<file path="src/rtl/sb_tx_arbiter.sv">
// sb_tx_arbiter
//   Round-robin arbiter that funnels sideband messages from N_REQ LTSM
//   substate requesters into a single sideband TX port. A grant is held
//   until the TX side acknowledges it or TIMEOUT_CYCLES elapse. Every grant
//   is followed by a one-cycle DONE state, so grants are at least three
//   cycles apart.
//
// Handshake (both sides):
//   Requester i raises req_valid_i[i] with req_msg_i[i] and holds it until
//   req_ack_o[i] or timeout_o pulses. The arbiter raises TX_msg_valid_o with
//   a stable TX_msg_o and holds both until TX_msg_valid_ack_i is seen in the
//   same cycle (transfer), or the grant times out. Acks outside a grant are
//   ignored.
//
// Ports:
//   clk_100MHz          in   sole clock, rising edge
//   reset_n             in   asynchronous active-low reset
//   req_msg_i           in   N_REQ*MSG_W, message of requester i at [i*MSG_W +: MSG_W]
//   req_valid_i         in   N_REQ, per-requester valid
//   req_ack_o           out  N_REQ, one-cycle accept pulse
//   TX_msg_o            out  MSG_W, registered message toward sideband TX
//   TX_msg_valid_o      out  registered valid toward sideband TX
//   TX_msg_valid_ack_i  in   sideband TX acceptance
//   grant_id_o          out  index of current or last granted requester
//   busy_o              out  high in GRANT and DONE
//   timeout_o           out  one-cycle pulse when a grant is dropped
//   state_dbg           out  FSM state (0 IDLE, 1 GRANT, 2 DONE)

module sb_tx_arbiter #(
    parameter int N_REQ          = 4,
    parameter int TIMEOUT_CYCLES = 800000,
    parameter int MSG_W          = 64
) (
    input  logic                       clk_100MHz,
    input  logic                       reset_n,
    input  logic [N_REQ*MSG_W-1:0]     req_msg_i,
    input  logic [N_REQ-1:0]           req_valid_i,
    output logic [N_REQ-1:0]           req_ack_o,
    output logic [MSG_W-1:0]           TX_msg_o,
    output logic                       TX_msg_valid_o,
    input  logic                       TX_msg_valid_ack_i,
    output logic [$clog2(N_REQ)-1:0]   grant_id_o,
    output logic                       busy_o,
    output logic                       timeout_o,
    output logic [1:0]                 state_dbg
);

    localparam int ID_W  = $clog2(N_REQ);
    localparam int CNT_W = (TIMEOUT_CYCLES > 1) ? $clog2(TIMEOUT_CYCLES) : 1;
    localparam logic [ID_W:0]    N_REQ_W  = (ID_W+1)'(N_REQ);
    localparam logic [CNT_W-1:0] TMO_LAST = CNT_W'(TIMEOUT_CYCLES - 1);

    typedef enum logic [1:0] {
        ST_IDLE  = 2'd0,
        ST_GRANT = 2'd1,
        ST_DONE  = 2'd2
    } state_t;

    state_t           state, state_next;
    logic [ID_W-1:0]  rr_ptr;
    logic [ID_W-1:0]  rr_next;
    logic [CNT_W-1:0] tmo_cnt;

    logic             any_req;
    logic [ID_W-1:0]  winner;
    logic [MSG_W-1:0] win_msg;
    logic             do_grant;
    logic             do_ack;
    logic             do_timeout;

    // Round-robin search: the valid vector is doubled so that scanning
    // offsets 0..N_REQ-1 from rr_ptr never needs a modulo. Scanning from
    // the highest offset down lets the lowest offset overwrite, so the
    // requester closest to rr_ptr wins.
    logic [2*N_REQ-1:0] req_dbl;
    logic [ID_W:0]      pos;
    logic [ID_W:0]      win_pos;

    always_comb begin
        req_dbl = {req_valid_i, req_valid_i};
        any_req = 1'b0;
        win_pos = '0;
        pos     = '0;
        for (int i = N_REQ - 1; i >= 0; i--) begin
            pos = {1'b0, rr_ptr} + (ID_W+1)'(i);
            if (req_dbl[pos]) begin
                any_req = 1'b1;
                win_pos = pos;
            end
        end
        if (win_pos >= N_REQ_W) begin
            winner = ID_W'(win_pos - N_REQ_W);
        end else begin
            winner = win_pos[ID_W-1:0];
        end
    end

    always_comb begin
        win_msg = '0;
        for (int i = 0; i < N_REQ; i++) begin
            if (ID_W'(i) == winner) begin
                win_msg = req_msg_i[i*MSG_W +: MSG_W];
            end
        end
    end

    // The granted requester drops to lowest priority once its grant ends.
    logic [ID_W:0] gid_inc;
    assign gid_inc = {1'b0, grant_id_o} + (ID_W+1)'(1);
    assign rr_next = (gid_inc == N_REQ_W) ? '0 : gid_inc[ID_W-1:0];

    // FSM state register
    always_ff @(posedge clk_100MHz or negedge reset_n) begin
        if (!reset_n) begin
            state <= ST_IDLE;
        end else begin
            state <= state_next;
        end
    end

    // FSM next-state and control strobes. Ack is tested before the timeout
    // so that an ack arriving in the last counted cycle still completes.
    always_comb begin
        state_next = state;
        do_grant   = 1'b0;
        do_ack     = 1'b0;
        do_timeout = 1'b0;
        case (state)
            ST_IDLE: begin
                if (any_req) begin
                    do_grant   = 1'b1;
                    state_next = ST_GRANT;
                end
            end
            ST_GRANT: begin
                if (TX_msg_valid_ack_i) begin
                    do_ack     = 1'b1;
                    state_next = ST_DONE;
                end else if (tmo_cnt == TMO_LAST) begin
                    do_timeout = 1'b1;
                    state_next = ST_DONE;
                end
            end
            ST_DONE: begin
                state_next = ST_IDLE;
            end
            default: begin
                state_next = ST_IDLE;
            end
        endcase
    end

    // Datapath registers
    always_ff @(posedge clk_100MHz or negedge reset_n) begin
        if (!reset_n) begin
            rr_ptr         <= '0;
            tmo_cnt        <= '0;
            TX_msg_o       <= '0;
            TX_msg_valid_o <= 1'b0;
            grant_id_o     <= '0;
            req_ack_o      <= '0;
            timeout_o      <= 1'b0;
        end else begin
            req_ack_o <= '0;
            timeout_o <= 1'b0;
            if (do_grant) begin
                TX_msg_o       <= win_msg;
                grant_id_o     <= winner;
                TX_msg_valid_o <= 1'b1;
                tmo_cnt        <= '0;
            end else if (state == ST_GRANT) begin
                tmo_cnt <= tmo_cnt + CNT_W'(1);
            end
            if (do_ack || do_timeout) begin
                TX_msg_valid_o <= 1'b0;
                rr_ptr         <= rr_next;
            end
            if (do_ack) begin
                req_ack_o <= {{(N_REQ-1){1'b0}}, 1'b1} << grant_id_o;
            end
            if (do_timeout) begin
                timeout_o <= 1'b1;
            end
        end
    end

    assign busy_o    = (state != ST_IDLE);
    assign state_dbg = state;

endmodule

</file>
<file path="config.mk">
export PLATFORM = sky130hd
export DESIGN_NAME = sb_tx_arbiter
export DESIGN_NICKNAME = d
export VERILOG_FILES = /design/src/rtl/sb_tx_arbiter.sv
export SDC_FILE = /design/constraint.sdc
export NUM_CORES = 1
export LEC_CHECK = 0
export ABC_AREA = 1
export ABC_CLOCK_PERIOD_IN_PS = 2500
export CAP_MARGIN = 0
export CORE_UTILIZATION = 41
export DETAILED_ROUTE_END_ITERATION = 6
export GPL_TIMING_DRIVEN = 0
export PLACE_DENSITY = 0.81
export SLEW_MARGIN = 40
export SYNTH_ARGS = -nofsm -noshare
export SYNTH_HDL_FRONTEND = slang
export SYNTH_SLANG_ARGS = --single-unit
</file>
<file path="constraint.sdc">
create_clock -name clk_100MHz -period 2.5 [get_ports clk_100MHz]
set_clock_uncertainty 0.2 [all_clocks]
set_input_delay 0.75 -clock clk_100MHz [delete_from_list [all_inputs] [get_ports clk_100MHz]]
set_output_delay 0.75 -clock clk_100MHz [all_outputs]
set_load 0.05 [all_outputs]
</file>
* Word level (Yosys, flattened, before mapping)
Cells that the tools add are included.
Word-level totals: register bits after elaboration 96, input port bits 263, output and inout bits 75, logic and storage cells 74
Operators by class: $add $sub $neg 6, $lt $le $gt $ge 5, eq/ne operators 8, shift-type cells 1, muxes and demuxes 39, reductions and logical operators 7
Operators by type and width (number):
- $mux 64 | 4
- $mux 20 | 2
- $add 20x1->20 const B | 1
- $eq 20x20->1 const B | 1
- $mux 1 | 18
- $lt 3x4->1 const B | 3
- $mux 3 | 4
- $mux 2 | 5
- $bmux 1 s3 | 3
- $add 2x1->3 const B | 2
- $add 2x2->3 const B | 2
- $reduce_bool 2->1 | 3
- $eq 2x2->1 const A | 2
- $logic_not 2->1 | 2
- $lt 2x4->1 const B | 1
- $mux 4 | 1
- $pmux 2 s2 | 1
- $shl 1x2->4 const A | 1
- $eq 3x3->1 const B | 1
- $ge 3x3->1 const B | 1
- $ne 3x3->1 const B | 1
- $bmux 1 s2 | 1
- $eq 1x2->1 const A | 1
- $eq 2x1->1 const B | 1
- 4 further kinds | 4

* Longest topological paths before layout
Gate-level depths: netlist (run 1).
depth after elaboration 14, depth in mapped cells 17, gate-level depth less buffers 14

* Worst setup path after synthesis (run 1)
OpenSTA, ideal clock, no wires.
path kind input to register, start point in req_valid_i[3], end point reg TX_msg_o[25], library setup time 118 ps, arrival time 1975 ps, data required time 2182 ps, slack 208 ps, cell stages on the path 13, path buffers 2, path through inv_1 o21ai_1 nor2_1 nor2_1 nand3_2 nand2_2 nand2_1 buf_4 buf_4 nor2_1 nor2_1 nand2_1 nand2_1
On the way: cells in the longest elaborated chain, start to end 13, elaborated cells on any way between the ends 29, those cells by class add/sub (1); order compare (1); eq/ne (3); mux (23); reduce/logical (1)
RTL lines:
- from (decl) | line 37 | input logic [N_REQ-1:0] req_valid_i,
- $bmux 1 s3 | line 86 | if (req_dbl[pos]) begin
- $mux 1 (implied by the code) | line 86
- $mux 3 (4 in a row) | line 86
- $ge 3x3->1 or $sub 2x1->2 (tied branches) | line 91, 92
- $mux 2 | line 91 | if (win_pos >= N_REQ_W) begin
- $logic_not 2->1 | line 101 | if (ID_W'(i) == winner) begin
- $mux 64 (4 in a row) | line 101
- to (signal assigned) | line 167 | TX_msg_o <= win_msg;
- to (decl) | line 39 | output logic [MSG_W-1:0] TX_msg_o,
Parallel ways exist; a longest one is shown, timed or not. The select of a mux whose other input is x is not followed. A chain may end at the register's enable or synchronous reset.

* Final worst setup path (run 1)
start point reg TX_msg_o[24], end point out TX_msg_o[24]
No word-level cell between the ends.

==> impl_metrics.ini, run 1 <==
[routing]
drt-total-wl_um = 28600
viasPerCell = 5.23
detail_route.wl_per_cell_um = 17.5
drc = 0
vias = 8522
first_pass_iters = 7
first_iter_violations = 732
ant_nets = 0

[critical_path]
crit_fanout = 2
cp_cell_sequence = clkdlybuf4s50_1
critPathKind = reg2out
slowest_delay_ps = 820
crit_family = buffers and inverters
crit_path_top_delay_cell = clkdlybuf4s50_1
critPathArrivalTime_ps = 1530
crit_path_start_kind = register
critPathCaptureType = output port
required_ps = 1550
cp_num_buf_inv = 1

[outcome]
run_status = complete, no violations

[clock_network]
worstSkewPairLatency_ps = 360
cts.sinks = 96
max-clock-path-buffers = 2
numCtsBuffers = 9
clkTransAtPathRegs_ps = 70
root_buffer = clkbuf_16
cts_tree = done
htreeDepth = 3
hold_buffers = 0

[finish]
area_growth_pct = 66.7
fin_area_sq_um = 11400
final_common_cell = nand2_1
layout.nets = 1676
final_layout_size_suffix_gt1_share_pct = 10.2
fin_util_pct = 70.9
layout.cells.non_filler = 1630
final_cell_mix = 336 x nand2_1, 278 x clkdlybuf4s50_1, 112 x nand3_1, 103 x inv_1, 95 x dfrtp_1
fillerInstances = 1272

[synthesis]
netlist_area_sq_um = 6830
synth_ff_type = dfrtp_1
syn_area_per_cell_sq_um = 6.56
synth_cells = 1042
ys_types = 32
yosysSeqAreaShare_pct = 35.2
async_flop_share_pct = 100
ys_ff_latch = 96
synth_edf_count = 0
ys_warn_count = 0
synth_fp_nets = 1311

[placement]
placed_cells = 1596
gp_congestion = 0.959
port-buffer-count = 337
hpwl_um = 21400
postPlaceCellArea_sq_um = 10500

[grt]
grt_max_degree = 61
grt_pass1_wl_um = 41800
grt-ovfl-total = 0
first_global_vias = 7949
grt_usage_pct = 32.4
grt_antenna_before_repair = 2

[min_path]
hold_class = in2async

[sta]
slew_headroom_pct = 60.8
finalHoldViolations = 0
worst_pin_slew_ps = 591
fin_crit_sh_pct = 99.3
max_freq_mhz = 403
final.setup.tns_ps = 0
rsz0062_at_grt = true
setup_viol_count_final = 0
min_period_ps = 2480
slew_violations = 0

[die]
start_util_pct = 42.6
io_pins = 338
core_sq_um = 16100
die_w_um = 131
rows = 46
design.die.area_sq_um = 17200
die_h_um = 131

[power_and_ir_drop]
ir_drop_v = 0.000918
netSwitchingPower_uw = 9940
switching_share_pct = 54.7
internal_power_uw = 8230
power.share.combinational_pct = 77.0
leakage_uw = 0.00589
clkPwrFrac_pct = 8.6
p_seq_share_pct = 14.4
p_per_area_nw_per_um2 = 1600

[flow_run]
max_cap_violations = 0
[path summary, 6_finish.rpt]
check	cells after the start	slack [ps]	from	to
max in group asynchronous	2	1390	reset_n	TX_msg_o[38]$_DFFE_PN0P_
min	1	120	reset_n	rr_ptr[1]$_DFFE_PN0N_
min reg2reg	2	280	TX_msg_o[54]$_DFFE_PN0P_	TX_msg_o[54]$_DFFE_PN0P_
min in group clk_100MHz	2	280	TX_msg_o[54]$_DFFE_PN0P_	TX_msg_o[54]$_DFFE_PN0P_
max	1	20	TX_msg_o[24]$_DFFE_PN0P_	TX_msg_o[24]
max reg2reg	13	70	rr_ptr[0]$_DFFE_PN0N_	TX_msg_o[25]$_DFFE_PN0P_
[power by group through the flow]
stage | sequential, uW | combinational [uW] | clock, uW
2_1_floorplan | 4500 | 6540 | 0
3_3_place_gp | 2620 | 12200 | 0
3_5_place_dp | 2620 | 12500 | 0
4_1_cts | 2610 | 13700 | 1560
5_1_grt | 2690 | 15100 | 1630
6_report | 2620 | 14000 | 1560
[cell usage after synthesis, drive strengths merged (10+ instances only)]
cell type	instances	area, sq um
buf	40	241
clkbuf	33	124
dfrtp	96	2400
inv	109	409
nand2	349	1320
nand3	126	686
nand3b	27	203
nand4	69	432
nor2	93	349
nor3	10	50.1
o21ai	27	135
o21bai	26	195
[through the flow]
stage	setup slack (ps)	total power (uW)	hold WS, ps
after floorplan	208	11000	254
after global placement	-3300	14800	262
after detailed placement	-842	15100	264
after CTS	2.05	17800	150
after global routing	-51.5	19400	161
final	17.6	18200	120
[timing repair]
| action | 4_1_cts | 5_1_grt |
|---|---|---|
| pin swaps | 7 | 4 |
| endpoints found under the setup margin | 106 | 108 |
| resized for setup | 103 | 80 |
| cloned | 2 | 0 |
| buffers inserted | 9 | 5 |
| hold endpoints to repair | 0 | 0 |
[kinds of logic (layout without fill, tap and decap cells)]
family / after synthesis / in the layout / share of synthesized area [%]
other: 0 / 2 / 0
XOR/XNOR: 6 / 6 / 0.769
buffers and inverters: 182 / 552 / 11.3
flip-flops: 96 / 96 / 35.2
AO/OA/AOI/OAI: 73 / 73 / 6.72
AND/OR/NAND/NOR: 679 / 679 / 44.9
adder cells (fa/ha/maj): 6 / 6 / 1.10
[layer usage]
layer  global-route usage, %  up-vias  wire (um)
li1                        -     4098          -
met1                    40.8     3904      11300
met2                    54.0      445      13700
met3                    7.22       73       2550
met4                    12.3        2        901
met5                       0        -         13
[state kept, by name, summed over array words and instances (netlist names)]
name / cells
grant_id_o: 2
timeout_o: 1
tmo_cnt: 20
TX_msg_o: 64
rr_ptr: 2
TX_msg_valid_o: 1
req_ack_o: 4
state_dbg: 2
[worst reg2reg max path, stage by stage, from the launching register on]
cell	delay, ps
dfrtp_1	430
buf_6	160
inv_4	80
nand2_1	60
nand2_2	90
nand2_1	90
a21oi_1	260
inv_1	90
nand2_2	190
buf_6	200
clkbuf_4	230
nand3_1	90
nand2_1	100
nand2_1	60
[cell type report]
class / instances / area [sq um] / area share [%]
Inverter: 109 / 417 / 3.66
Timing Repair Buffer: 354 / 3680 / 32.3
Antenna cell: 2 / 5.00 / 0.0440
Multi-Input combinational cell: 764 / 3770 / 33.1
Clock inverter: 6 / 90.1 / 0.791
Buffer: 73 / 529 / 4.65
Tap cell: 216 / 270 / 2.37
Sequential cell: 96 / 2400 / 21.1
Clock buffer: 10 / 229 / 2.01
No activity file was read; power rests on OpenSTA's default activity.
==> run 2: changes to the inputs <==
--- a/config.mk
+++ b/config.mk
@@ -6,12 +6,12 @@
 export NUM_CORES = 1
 export LEC_CHECK = 0
 export ABC_AREA = 1
-export ABC_CLOCK_PERIOD_IN_PS = 2500
+export ABC_CLOCK_PERIOD_IN_PS = 2640
 export CAP_MARGIN = 0
 export CORE_UTILIZATION = 41
 export DETAILED_ROUTE_END_ITERATION = 6
 export GPL_TIMING_DRIVEN = 0
-export PLACE_DENSITY = 0.81
+export PLACE_DENSITY = 0.93
 export SLEW_MARGIN = 40
 export SYNTH_ARGS = -nofsm -noshare
 export SYNTH_HDL_FRONTEND = slang
==> constraint.sdc (replaced) <==
create_clock -name clk_100MHz -period 2.64 [get_ports clk_100MHz]
set_clock_uncertainty 0.2 [all_clocks]
set_input_delay 0.792 -clock clk_100MHz [delete_from_list [all_inputs] [get_ports clk_100MHz]]
set_output_delay 0.792 -clock clk_100MHz [all_outputs]
set_load 0.05 [all_outputs]
==> run 2 against run 1 <==
Net effect: first-iteration DRC count shrank 8.9%; global-route usage shrank 0.39 points; critical path depth did not move; sequential share of layout area grew 0.24 points; largest power group unchanged; highest routed layer is now met4.
==> impl_metrics.ini, run 2 (synthesis gave the netlist of run 1 again) <==
[routing]
ant_nets = 0
detail_route.wl_per_cell_um = 17.5
drc = 0
first_pass_iters = 6
first_iter_violations = 667
drt-total-wl_um = 28400
viasPerCell = 5.34
vias = 8649

[sta]
slew_violations = 0
setup_viol_count_final = 0
finalHoldViolations = 0
min_period_ps = 2590
fin_crit_sh_pct = 98.1
slew_headroom_pct = 58.5
rsz0062_at_grt = false
max_freq_mhz = 386
worst_pin_slew_ps = 620
setup_ws_ps = 49.1

[finish]
largest_register_ffs = 64
largest-register = TX_msg_o
final_common_cell = nand2_1
area_growth_pct = 64.7
layout.nets = 1668
reg_top3 = TX_msg_o x64, tmo_cnt x20, req_ack_o x4
final_layout_size_suffix_gt1_share_pct = 10.0
final_cell_mix = 336 x nand2_1, 329 x clkdlybuf4s50_1, 107 x nand3_1, 104 x inv_1, 96 x dfrtp_1

[grt]
grt_usage_pct = 32.0
first_global_vias = 8035
grt_use_met3_pct = 7.22
use_met1_pct = 38.6
use_met2_pct = 54.0
grt_antenna_before_repair = 1
grt_pass1_wl_um = 41300
grt-ovfl-total = 0
grt.busiest_layer = met2
grt_max_degree = 60

[flow_run]
max_cap_violations = 0

[critical_path]
critPathCaptureType = output port
crit_path_start_kind = register
slowest_delay_ps = 890
crit_fanout = 2
crit_family = buffers and inverters
cp_num_buf_inv = 1
cp_cell_sequence = clkdlybuf4s50_1
critPathKind = reg2out
critPathArrivalTime_ps = 1600
crit_path_top_delay_cell = clkdlybuf4s50_1
required_ps = 1650

[die]
core_sq_um = 16100
start_util_pct = 42.6
die_h_um = 131
rows = 46
die_w_um = 131
design.die.area_sq_um = 17200
io_pins = 338

[min_path]
hold_class = in2async

[clock_network]
max-clock-path-buffers = 2
root_buffer = clkbuf_16
clkTransAtPathRegs_ps = 70
cts.sinks = 96
cts_tree = done
hold_buffers = 0
worstSkewPairLatency_ps = 360
htreeDepth = 3
numCtsBuffers = 9

[power_and_ir_drop]
ir_drop_v = 0.000802
leakage_uw = 0.00543
p_per_area_nw_per_um2 = 1520
total_power_uw = 17200

[outcome]
run_status = complete, no violations

[placement]
pre_cts_ws_ps = -831
gp_congestion = 0.937
port-buffer-count = 337
hpwl_um = 21600
-- run 2: repair_timing --
| item | in CTS | in global routing |
|---|---|---|
| cloned | 0 | 3 |
| pin swaps | 6 | 18 |
| buffers inserted | 4 | 1 |
| resized for setup | 83 | 55 |
| endpoints found under the setup margin | 84 | 72 |
-- run 2: final cells by class --
| type | instances | area [sq um] |
|---|---|---|
| Multi-Input combinational cell | 764 | 3810 |
| Clock buffer | 10 | 229 |
| Sequential cell | 96 | 2400 |
| Fill cell | 1306 | 4810 |
| Antenna cell | 1 | 2.50 |
| Clock inverter | 6 | 45.0 |
| Tap cell | 216 | 270 |
| Buffer | 73 | 539 |
| Timing Repair Buffer | 346 | 3530 |
| Inverter | 109 | 414 |
-- run 2: report_power, final --
group | leakage [uW] | internal [uW] | switching [uW] | total (uW)
clock network | 0.000125 | 644 | 612 | 1260
registers | 0.00121 | 2100 | 371 | 2470
logic | 0.00409 | 4830 | 8590 | 13400
total | 0.00543 | 7580 | 9580 | 17200
-- run 2: metal layers --
metal  share of wire [%]  wire length (um)  vias to the layer above
met5                   0                 0                        -
met4                 4.0              1130                        0
met3                 9.4              2660                       87
li1                    -                 -                     4073
met2                  49             13800                      508
met1                  38             10800                     3981
-- run 2: worst reg2reg max path, stage by stage (launching register included) --
cell and delay, ps:
dfrtp_1 420, ha_1 320, inv_1 90, nand3_2 90, nand2_1 80, inv_1 50, nand2_2 110, nand2_4 80
nand2_8 120, nand2_8 80, buf_12 150, buf_12 150, clkbuf_16 160, nand3_2 50, nand3_1 90, nand2_1 80
nand2_1 50
-- run 2: metrics by stage --
step	util, %	instance area [sq um]	instances	TNS [ps]	hold WS [ps]
floorplan	-	6830	1042	0	255
global placement	65.2	10500	1595	-351240	261
detailed placement	65.4	10500	1596	-55060	265
CTS	68.7	11000	1616	-176	112
global route	70.1	11300	1621	0	128
finish	70.1	11300	1621	0	108
-- run 2: path summary, 6_finish.rpt --
path	cells after the start	startpoint	to	slack (ps)
max	1	TX_msg_o[21]$_DFFE_PN0P_	TX_msg_o[21]	50
min	1	reset_n	rr_ptr[1]$_DFFE_PN0N_	110
max reg2reg	16	rr_ptr[1]$_DFFE_PN0N_	TX_msg_o[55]$_DFFE_PN0P_	160
min reg2reg	2	TX_msg_o[3]$_DFFE_PN0P_	TX_msg_o[3]$_DFFE_PN0P_	280
max in group asynchronous	2	reset_n	TX_msg_o[21]$_DFFE_PN0P_	1520
min in group clk_100MHz	2	TX_msg_o[3]$_DFFE_PN0P_	TX_msg_o[3]$_DFFE_PN0P_	280
==> run 3: changes to the inputs <==
--- a/config.mk
+++ b/config.mk
@@ -6,12 +6,13 @@
 export NUM_CORES = 1
 export LEC_CHECK = 0
 export ABC_AREA = 1
-export ABC_CLOCK_PERIOD_IN_PS = 2640
+export ABC_CLOCK_PERIOD_IN_PS = 2400
 export CAP_MARGIN = 0
+export CORE_MARGIN = 2
 export CORE_UTILIZATION = 41
 export DETAILED_ROUTE_END_ITERATION = 6
 export GPL_TIMING_DRIVEN = 0
-export PLACE_DENSITY = 0.93
+export PLACE_DENSITY_LB_ADDON = 0.05
 export SLEW_MARGIN = 40
 export SYNTH_ARGS = -nofsm -noshare
 export SYNTH_HDL_FRONTEND = slang
==> constraint.sdc (replaced) <==
create_clock -name clk_100MHz -period 2.4 [get_ports clk_100MHz]
set_clock_uncertainty 0.2 [all_clocks]
set_input_delay 0.72 -clock clk_100MHz [delete_from_list [all_inputs] [get_ports clk_100MHz]]
set_output_delay 0.72 -clock clk_100MHz [all_outputs]
set_load 0.05 [all_outputs]
==> run 3 against run 2 <==
Net effect: worst hold slack worse by 74 ps; first-iteration DRC count is 6.1% lower; register-to-register slack worse by 90 ps; utilization is 0.095 points lower; critical path depth is 15 higher; clock power is 17% higher; count of clock-buffer cells in the layout stayed put; non-clock buffer count is 13 higher; largest cell class unchanged.
==> impl_metrics.ini, run 3 (synthesis gave the netlist of run 1 again) <==
[outcome]
run_status = complete, no violations

[routing]
ant_nets = 0
first_pass_iters = 5
viasPerCell = 5.07
first_iter_violations = 626
vias = 8306
drt-total-wl_um = 28300
detail_route.wl_per_cell_um = 17.3
drc = 0

[sta]
setup_ws_ps = 43.6
final.setup.tns_ps = 0
max_freq_mhz = 424
setup_viol_count_final = 0
worst_pin_slew_ps = 662
rsz0062_at_grt = true
slew_violations = 0
min_period_ps = 2360
finalHoldViolations = 0
fin_crit_sh_pct = 98.2
timing.hold.ws_ps = 34.4
slew_headroom_pct = 56.0

[finish]
reg_top3 = TX_msg_o x64, tmo_cnt x20, req_ack_o x4
final_layout_size_suffix_gt1_share_pct = 11.9
largest-register = TX_msg_o
area_growth_pct = 68.0
layout.nets = 1681
final_common_cell = nand2_1
largest_register_ffs = 64
final_cell_mix = 328 x nand2_1, 257 x clkdlybuf4s50_1, 111 x nand3_1, 99 x inv_1, 96 x dfrtp_1

[power_and_ir_drop]
p_seq_share_pct = 14.0
total_power_uw = 19200
power.share.combinational_pct = 78.3
p_per_area_nw_per_um2 = 1670
leakage_uw = 0.00577
clkPwrFrac_pct = 7.7
internal_power_uw = 8560
switching_share_pct = 55.3
netSwitchingPower_uw = 10600
ir_drop_v = 0.000919

[clock_network]
htreeDepth = 3
clkTransAtPathRegs_ps = 80
worstSkewPairLatency_ps = 350
max-clock-path-buffers = 2
cts.sinks = 96
numCtsBuffers = 9
hold_buffers = 0
root_buffer = clkbuf_16
cts_tree = done

[critical_path]
critPathArrivalTime_ps = 2400
critPathCaptureType = register
crit_fanout = 8
critPathKind = in2reg
required_ps = 2440
cp_cell_sequence = dlygate4sd2_1 -> inv_2 -> nand2_2 -> nand3_2 -> nand2_4 -> nand2_4 -> nand2_4 -> nand2_8 -> nand2_8 -> buf_12 -> buf_12 -> clkbuf_16 -> nand2_1 -> nand3_1 -> nand2_1 -> nand2_1
crit_path_start_kind = input pin
crit_path_top_delay_cell = dlygate4sd2_1
crit_start = req_valid_i[3]
r2r_start = rr_ptr[0]$_DFFE_PN0N_
slowest_delay_ps = 240

[min_path]
hold_class = in2async

[grt]
grt_pass1_wl_um = 42400
grt_usage_pct = 30.6
first_global_vias = 7919
grt_max_degree = 56
grt-ovfl-total = 0
grt_antenna_before_repair = 1

[die]
die_w_um = 133
io_pins = 338
design.die.area_sq_um = 17700
die_h_um = 133
start_util_pct = 41.6
core_sq_um = 16400
rows = 47

[placement]
hpwl_um = 21100
gp_congestion = 0.896
port-buffer-count = 337
pre_cts_ws_ps = -930

[flow_run]
max_cap_violations = 0
[run 3: cell count changes in the layout (fill, tap and decap cells not counted), sizes merged]
cell,change
clkdlybuf4s50,-72
clkinvlp,-2
dlygate4sd2,+68
clkdlybuf4s15,+1
clkinv,-1
inv,+3
clkbuf,+3
buf,+13
[run 3: power groups by stage]
stage / logic [uW] / clock network, uW / registers (uW)
5_1_grt: 16300 / 1550 / 2750
4_1_cts: 13700 / 1490 / 2660
2_1_floorplan: 6820 / 0 / 4680
6_report: 15000 / 1480 / 2680
3_3_place_gp: 12800 / 0 / 2690
3_5_place_dp: 13000 / 0 / 2690
[run 3: area by class of cell]
| class | count | area (sq um) |
|---|---|---|
| fillers | 1403 | 4930 |
| multi-input cells | 764 | 3880 |
| repair buffers | 360 | 3600 |
| flip-flops and latches | 96 | 2400 |
| plain buffers | 72 | 598 |
| inverters | 109 | 425 |
| well taps | 220 | 275 |
| clock buffers | 10 | 239 |
| clock inverters | 6 | 55.1 |
| diodes | 1 | 2.50 |
[run 3: routing by layer]
layer / up-vias / global-route usage [%] / part of all wire, %
met4: 0 / 9.75 / 2.5
li1: 4108 / - / -
met5: - / 0 / 0
met3: 48 / 6.93 / 7.4
met1: 3819 / 37.1 / 40
met2: 331 / 54.2 / 50
[run 3: timing repair]
| action | 4_1_cts | 5_1_grt |
|---|---|---|
| gates cloned | 1 | 5 |
| resized for setup | 155 | 115 |
| pin swaps | 17 | 28 |
| endpoints found under the hold margin | 0 | 0 |
| setup endpoints to repair | 159 | 82 |
| setup buffers | 13 | 4 |
[run 3: worst paths after layout]
check / cells after the start / slack [ps] / endpoint
worst min register to register: 2 / 270 / TX_msg_o[12]$_DFFE_PN0P_
worst max-delay path: 16 / 40 / TX_msg_o[63]$_DFFE_PN0P_
min in group clk_100MHz: 2 / 270 / TX_msg_o[12]$_DFFE_PN0P_
worst min-delay path: 1 / 30 / TX_msg_o[61]$_DFFE_PN0P_
max in group asynchronous: 2 / 1350 / TX_msg_o[25]$_DFFE_PN0P_
worst max register to register: 17 / 70 / TX_msg_o[63]$_DFFE_PN0P_
[run 3: through the flow]
stage	cell area (sq um)	std cells	utilization [%]
2_1_floorplan	6830	1042	-
3_5_place_dp	10500	1600	64.1
6_report	11500	1638	70.0
4_1_cts	11100	1629	67.6
5_1_grt	11500	1638	70.0
3_3_place_gp	10500	1599	63.9
[run 3: critical path: cells and delay by family]
| kind | cells | cell delay, ps |
|---|---|---|
| buf+inv | 5 | 790 |
| simple gates | 11 | 870 |
==> RTL change 1: new RTL, settings of run 3 <==
The parameter `TIMEOUT_CYCLES` goes from 800000 to 400000.
--- a/src/rtl/sb_tx_arbiter.sv
+++ b/src/rtl/sb_tx_arbiter.sv
@@ -28,7 +28,7 @@
 
 module sb_tx_arbiter #(
     parameter int N_REQ          = 4,
-    parameter int TIMEOUT_CYCLES = 800000,
+    parameter int TIMEOUT_CYCLES = 400000,
     parameter int MSG_W          = 64
 ) (
     input  logic                       clk_100MHz,
Check against the original RTL: no difference found for any inputs over 10 cycles, from zero or initial values and one cycle with reset_n low; that may be too few to reach the edited logic, so the function may still have changed.
==> RTL change 1 against run 3 <==
Sequential cell count down 1; wire length down 6.7%; cell count down 6.7%; setup slack better by 0.033 ns; area after synthesis down 7.9%; synthesized cell count down 7.2%; worst hold slack better by 0.029 ns; die area down 7.7%; total power down 3.2%; cell area down 6.2%.
==> RTL change 1: results (changes against run 3) <==
| Metric | Value |
|---|---|
| Via density per instance | 5.11 (was 5.07) |
| First-pass GRT wire length | 39600 µm (was 42400 µm) |
| Pin count of the biggest net entering global routing | 52 (was 56) |
| Total GRT Usage | 31.3% (was 30.6%) |
| PostCTS Resize Cnt | 170 (was 155) |
| Synth top cells by count | 335 x nand2_1, 144 x nand3_1, 118 x inv_1, 95 x dfrtp_1, 75 x o21ai_0 (was 346 x nand2_1, 115 x nand3_1, 105 x inv_1, 96 x dfrtp_1, 93 x nor2_1) |
| Number of global-route vias before repair | 7466 (was 7919) |
| DRT Pass-1 Iters | 6 (was 5) |
| Cells taking the most area after synthesis | dfrtp_1 38%, nand2_1 20%, nand3_1 11% (was dfrtp_1 35%, nand2_1 19%, nand3_1 8.4%) |
| Final Wtd Congestion | 0.890 (was 0.896) |
| Crit path arrival time | 2.36 ns (was 2.40 ns) |
| Antenna diode count | 0 (was 1) |
| Post-Layout Cell Count | 1528 (was 1638) |
| NetSw | 0.0103 W (was 0.0106 W) |
| Sequential element share of the synthesized area | 37.8% (was 35.2%) |
| Synthesized net count | 1236 (was 1311) |
| Pleak | 5.55 nW (was 5.77 nW) |
| Routed WL | 26400 µm (was 28300 µm) |
| Total setup buffers inserted after CTS | 10 (was 13) |
| Syn Inst Count | 967 (was 1042) |
| Synth cell types | 30 (was 32) |
| Share of cells above drive strength 1 | 11.3% (was 11.9%) |
| Starting DRT DRC Count | 493 (was 626) |
| Final net count | 1604 (was 1681) |
| Fill cell count | 1314 (was 1403) |
| Status | completed (unchanged) |
| CP Max Fanout | 10 (was 8) |
| Number of H-tree levels | 3 (unchanged) |
| VDD IR max | 1.10 mV (was 0.919 mV) |
## RTL change 1: changes by cell type in the layout (fill, tap and decap cells not counted), moves of 9 or more
| cell | delta |
|---|---|
| o21ai_1 | +38 |
| clkbuf_2 | -10 |
| o21ai_2 | +14 |
| nand3_2 | -9 |
| inv_1 | +13 |
| o21ai_0 | +36 |
| nand3b_1 | -27 |
| nor2_1 | -68 |
| o21bai_1 | -26 |
| nand4_1 | -36 |
| nand3_1 | +30 |
## RTL change 1: power groups by stage
stage,combinational [W],sequential (W),clock [W]
2_1_floorplan,0.00647,0.00464,0
3_3_place_gp,0.0125,0.00267,0
3_5_place_dp,0.0126,0.00267,0
4_1_cts,0.0135,0.00264,0.00141
5_1_grt,0.0157,0.00272,0.00148
6_report,0.0145,0.00265,0.00139
## RTL change 1: metal layers
metal	track usage, %	vias up	wire (µm)
li1	-	3848	-
met1	38.8	3544	10600
met2	52.8	341	13000
met3	7.39	66	1920
met4	12.5	2	902
met5	0	-	16
## RTL change 1: critical path, stage by stage (launching register included)
cell and delay, ns:
dfrtp_1 0.41, buf_6 0.17, inv_4 0.05, nand2_2 0.08, nand3_2 0.09, nand2_1 0.10
inv_2 0.05, nand2_4 0.08, nand2_2 0.07, nand2_4 0.12, nand2_8 0.09, buf_4 0.15
buf_4 0.17, o21ai_1 0.12, nand3_1 0.11, nand2_1 0.09, nand2_1 0.06
## RTL change 1: cell families (layout without fill, tap and decap cells)
group           after synthesis  after routing  share of synthesized area (%)
compound gates              133            133                           11.0
flops                        95             95                           37.8
fa+ha+maj                     6              6                           1.19
buf+inv                     186            558                           12.6
simple gates                546            547                           37.3
mux                           1              1                          0.159
## RTL change 1: final timing paths
check / start / slack (ns) / endpoint / depth (start not counted)
worst max-delay path: rr_ptr[0] / 0.08 / TX_msg_o[15] / 16
worst min-delay path: reset_n / 0.06 / TX_msg_o[3] / 1
worst max register to register: rr_ptr[0] / 0.08 / TX_msg_o[15] / 16
worst min register to register: TX_msg_o[22] / 0.27 / TX_msg_o[22] / 2
max in group asynchronous: reset_n / 1.35 / TX_msg_o[42] / 2
min in group clk_100MHz: TX_msg_o[22] / 0.27 / TX_msg_o[22] / 2
## RTL change 1: cell type report
cell class	instances	area [µm²]	area share (%)
repair buffers	358	3580	33.3
multi-input cells	687	3320	30.9
flip-flops and latches	95	2380	22.1
plain buffers	62	503	4.67
inverters	122	463	4.30
well taps	188	235	2.19
clock buffers	9	225	2.09
clock inverters	7	57.6	0.535
## RTL change 1: metrics by stage
step / area (µm²) / setup WS [ns] / power [W]
floorplan: 6290 / 0.172 / 0.0111
global placement: 9900 / -3.36 / 0.0151
detailed placement: 9930 / -0.911 / 0.0153
CTS: 10500 / 0.000345 / 0.0175
global route: 10800 / -0.0513 / 0.0199
finish: 10800 / 0.0762 / 0.0185
==> RTL change 2: new RTL, settings of run 3 <==
Without the edit above. Register the output `timeout_o` once more, cleared by the reset; this adds one clock of latency there. The other outputs are not delayed to match. Comments in the files are not updated.
--- a/src/rtl/sb_tx_arbiter.sv
+++ b/src/rtl/sb_tx_arbiter.sv
@@ -56,6 +56,8 @@
         ST_DONE  = 2'd2
     } state_t;
 
+    logic timeout_s0;
+
     state_t           state, state_next;
     logic [ID_W-1:0]  rr_ptr;
     logic [ID_W-1:0]  rr_next;
@@ -159,10 +161,10 @@
             TX_msg_valid_o <= 1'b0;
             grant_id_o     <= '0;
             req_ack_o      <= '0;
-            timeout_o      <= 1'b0;
+            timeout_s0     <= 1'b0;
         end else begin
             req_ack_o <= '0;
-            timeout_o <= 1'b0;
+            timeout_s0 <= 1'b0;
             if (do_grant) begin
                 TX_msg_o       <= win_msg;
                 grant_id_o     <= winner;
@@ -179,7 +181,7 @@
                 req_ack_o <= {{(N_REQ-1){1'b0}}, 1'b1} << grant_id_o;
             end
             if (do_timeout) begin
-                timeout_o <= 1'b1;
+                timeout_s0 <= 1'b1;
             end
         end
     end
@@ -187,5 +189,13 @@
     assign busy_o    = (state != ST_IDLE);
     assign state_dbg = state;
 
+    always_ff @(posedge clk_100MHz or negedge reset_n) begin
+        if (!reset_n) begin
+            timeout_o <= '0;
+        end else begin
+            timeout_o <= timeout_s0;
+        end
+    end
+
 endmodule
 
Check against the original RTL: no difference found for any inputs over 10 cycles, from zero or initial values and one cycle with reset_n low; that may be too few to reach the edited logic, so the function may still have changed.
==> RTL change 2 against run 3 <==
Sequential cell count increased by 1; cell area decreased by 1.1%; total power is 2.4% lower; area after synthesis rose by 0.37%; setup slack improved by 0.0067 ns; global-route usage grew 0.66 points; wire length fell by 1.2%.
==> RTL change 2: results (changes against run 3) <==
| Metric | Value |
|---|---|
| Status | completed (unchanged) |
| Total GRT Usage | 31.3% (was 30.6%) |
| CP max stage cell | dlygate4sd2_1 (unchanged) |
| End of the critical path | grant_id_o[1] (was TX_msg_o[63]) |
| Met3 Use GR | 6.62% (was 6.93%) |
| Post-Synth Adder-Cell Area | 1.09% (was 1.10%) |
| Clock network power | 0.00147 W |
| CP Max Fanout | 5 (was 8) |
| Cells taking the most area after synthesis | dfrtp_1 35%, nand2_1 19%, nand3_1 8.4% (unchanged) |
| Sequential element share of the synthesized area | 35.4% (was 35.2%) |
| Starting DRT DRC Count | 560 (was 626) |
| Met2 WL | 13700 µm (was 14200 µm) |
| Share of cells above drive strength 1 | 11.5% (was 11.9%) |
| Number of global-route vias before repair | 8042 (was 7919) |
| Worst Setup SP | grant_id_o[1] (was req_valid_i[3]) |
| Fin crit share | 97.9% (was 98.2%) |
| Crit path arrival time | 1.43 ns (was 2.40 ns) |
| VDD IR max | 0.930 mV (was 0.919 mV) |
| Final net count | 1677 (was 1681) |
| Met1 wire length | 11500 µm (was 11300 µm) |
| Largest stage delay, worst path | 0.59 ns (was 0.24 ns) |
| DRT Pass-1 Iters | 5 (unchanged) |
| Drt wl/cell | 17.1 µm (was 17.3 µm) |
| Clk pin slew, worst setup/hold paths | 0.08 ns (about the same) |
| Final Wtd Congestion | 0.885 (was 0.896) |
| Antenna diode count | 0 (was 1) |
| NetSw | 0.0104 W (was 0.0106 W) |
| Part of the power in registers | 14.5% (was 14.0%) |
| DP HPWL | 21000 µm (was 21100 µm) |
| Synth cell types | 32 (unchanged) |
| Synthesized net count | 1312 (was 1311) |
| Synth top cells by count | 346 x nand2_1, 115 x nand3_1, 105 x inv_1, 97 x dfrtp_1, 93 x nor2_1 (was 346 x nand2_1, 115 x nand3_1, 105 x inv_1, 96 x dfrtp_1, 93 x nor2_1) |
| Worst slew pin tran | 0.623 ns (was 0.662 ns) |
| Pre-CTS WS | -0.890 ns (was -0.930 ns) |
| Async S/R FF share, synth | 100% (unchanged) |
| Fill cell count | 1509 (was 1403) |
| Post-Synth XOR/XNOR Area | 0.766% (was 0.769%) |
| Buffers on Ports | 337 (unchanged) |
| Synth Area in Compound Gates | 6.70% (was 6.72%) |
| Clk pwr share | 7.9% (was 7.7%) |
| Met1 usage in global routing | 38.8% (was 37.1%) |
| Pleak | 5.66 nW (was 5.77 nW) |
| First-pass GRT wire length | 43300 µm (was 42400 µm) |
| Vias | 8229 (was 8306) |
| CP top delay family | buffers and inverters (was simple AND/OR/NAND/NOR gates) |
| Cell depth of the worst flop-to-flop path | 16 (was 17) |
| CTS Buf Count | 9 (unchanged) |
| Met2 usage | 53.9% (was 54.2%) |
| Initial antenna violation count | 0 (was 1) |
| Reg-to-reg critical path endpoint | TX_msg_o[36] (was TX_msg_o[63]) |
| Pin count of the biggest net entering global routing | 61 (was 56) |
| Routed wl met3 | 1840 µm (was 2100 µm) |
RTL change 2: changes by cell type in the layout (fill, tap and decap cells not counted), sizes merged:
| cell | delta |
|---|---|
| dlygate4sd2 | +2 |
| dfrtp | +1 |
| clkinv | +2 |
| diode | -1 |
| dlymetal6s2s | -3 |
| nand2 | +1 |
| clkinvlp | -1 |
| clkdlybuf4s15 | +3 |
| bufbuf | +1 |
| clkbuf | -10 |
RTL change 2: final cells by class:
| class | instances | area [µm²] | share of cell area (%) |
|---|---|---|---|
| Buffer | 71 | 533 | 4.70 |
| Clock buffer | 9 | 225 | 1.98 |
| Clock inverter | 7 | 70.1 | 0.617 |
| Inverter | 109 | 422 | 3.72 |
| Multi-Input combinational cell | 765 | 3870 | 34.1 |
| Sequential cell | 97 | 2430 | 21.4 |
| Tap cell | 220 | 275 | 2.43 |
| Timing Repair Buffer | 355 | 3520 | 31.0 |
RTL change 2: through the flow:
| stage | setup TNS [ns] | hold WS, ns | cell area, µm² | cells | util [%] |
|---|---|---|---|---|---|
| 2_1_floorplan | 0 | 0.131 | 6860 | 1043 | - |
| 3_5_place_dp | -67.06 | 0.135 | 10500 | 1601 | 64.0 |
| 5_1_grt | -0.291 | 0.0409 | 11300 | 1633 | 68.9 |
| 6_report | 0 | 0.0304 | 11300 | 1633 | 68.9 |
| 3_3_place_gp | -408.54 | 0.135 | 10500 | 1600 | 63.8 |
| 4_1_cts | 0 | 0.0300 | 11100 | 1629 | 67.4 |
RTL change 2: cell families (layout without fill, tap and decap cells):
group	Yosys count	count (layout)
buf+inv	182	551
flops	97	97
xor+xnor	6	6
fa+ha+maj	6	6
simple gates	679	680
compound gates	73	73
RTL change 2: what timing repair did:
action	in CTS	in global routing
setup buffers	9	3
gates cloned	5	1
gates resized for setup	152	108
pin swaps	15	8
endpoints found under the setup margin	163	77
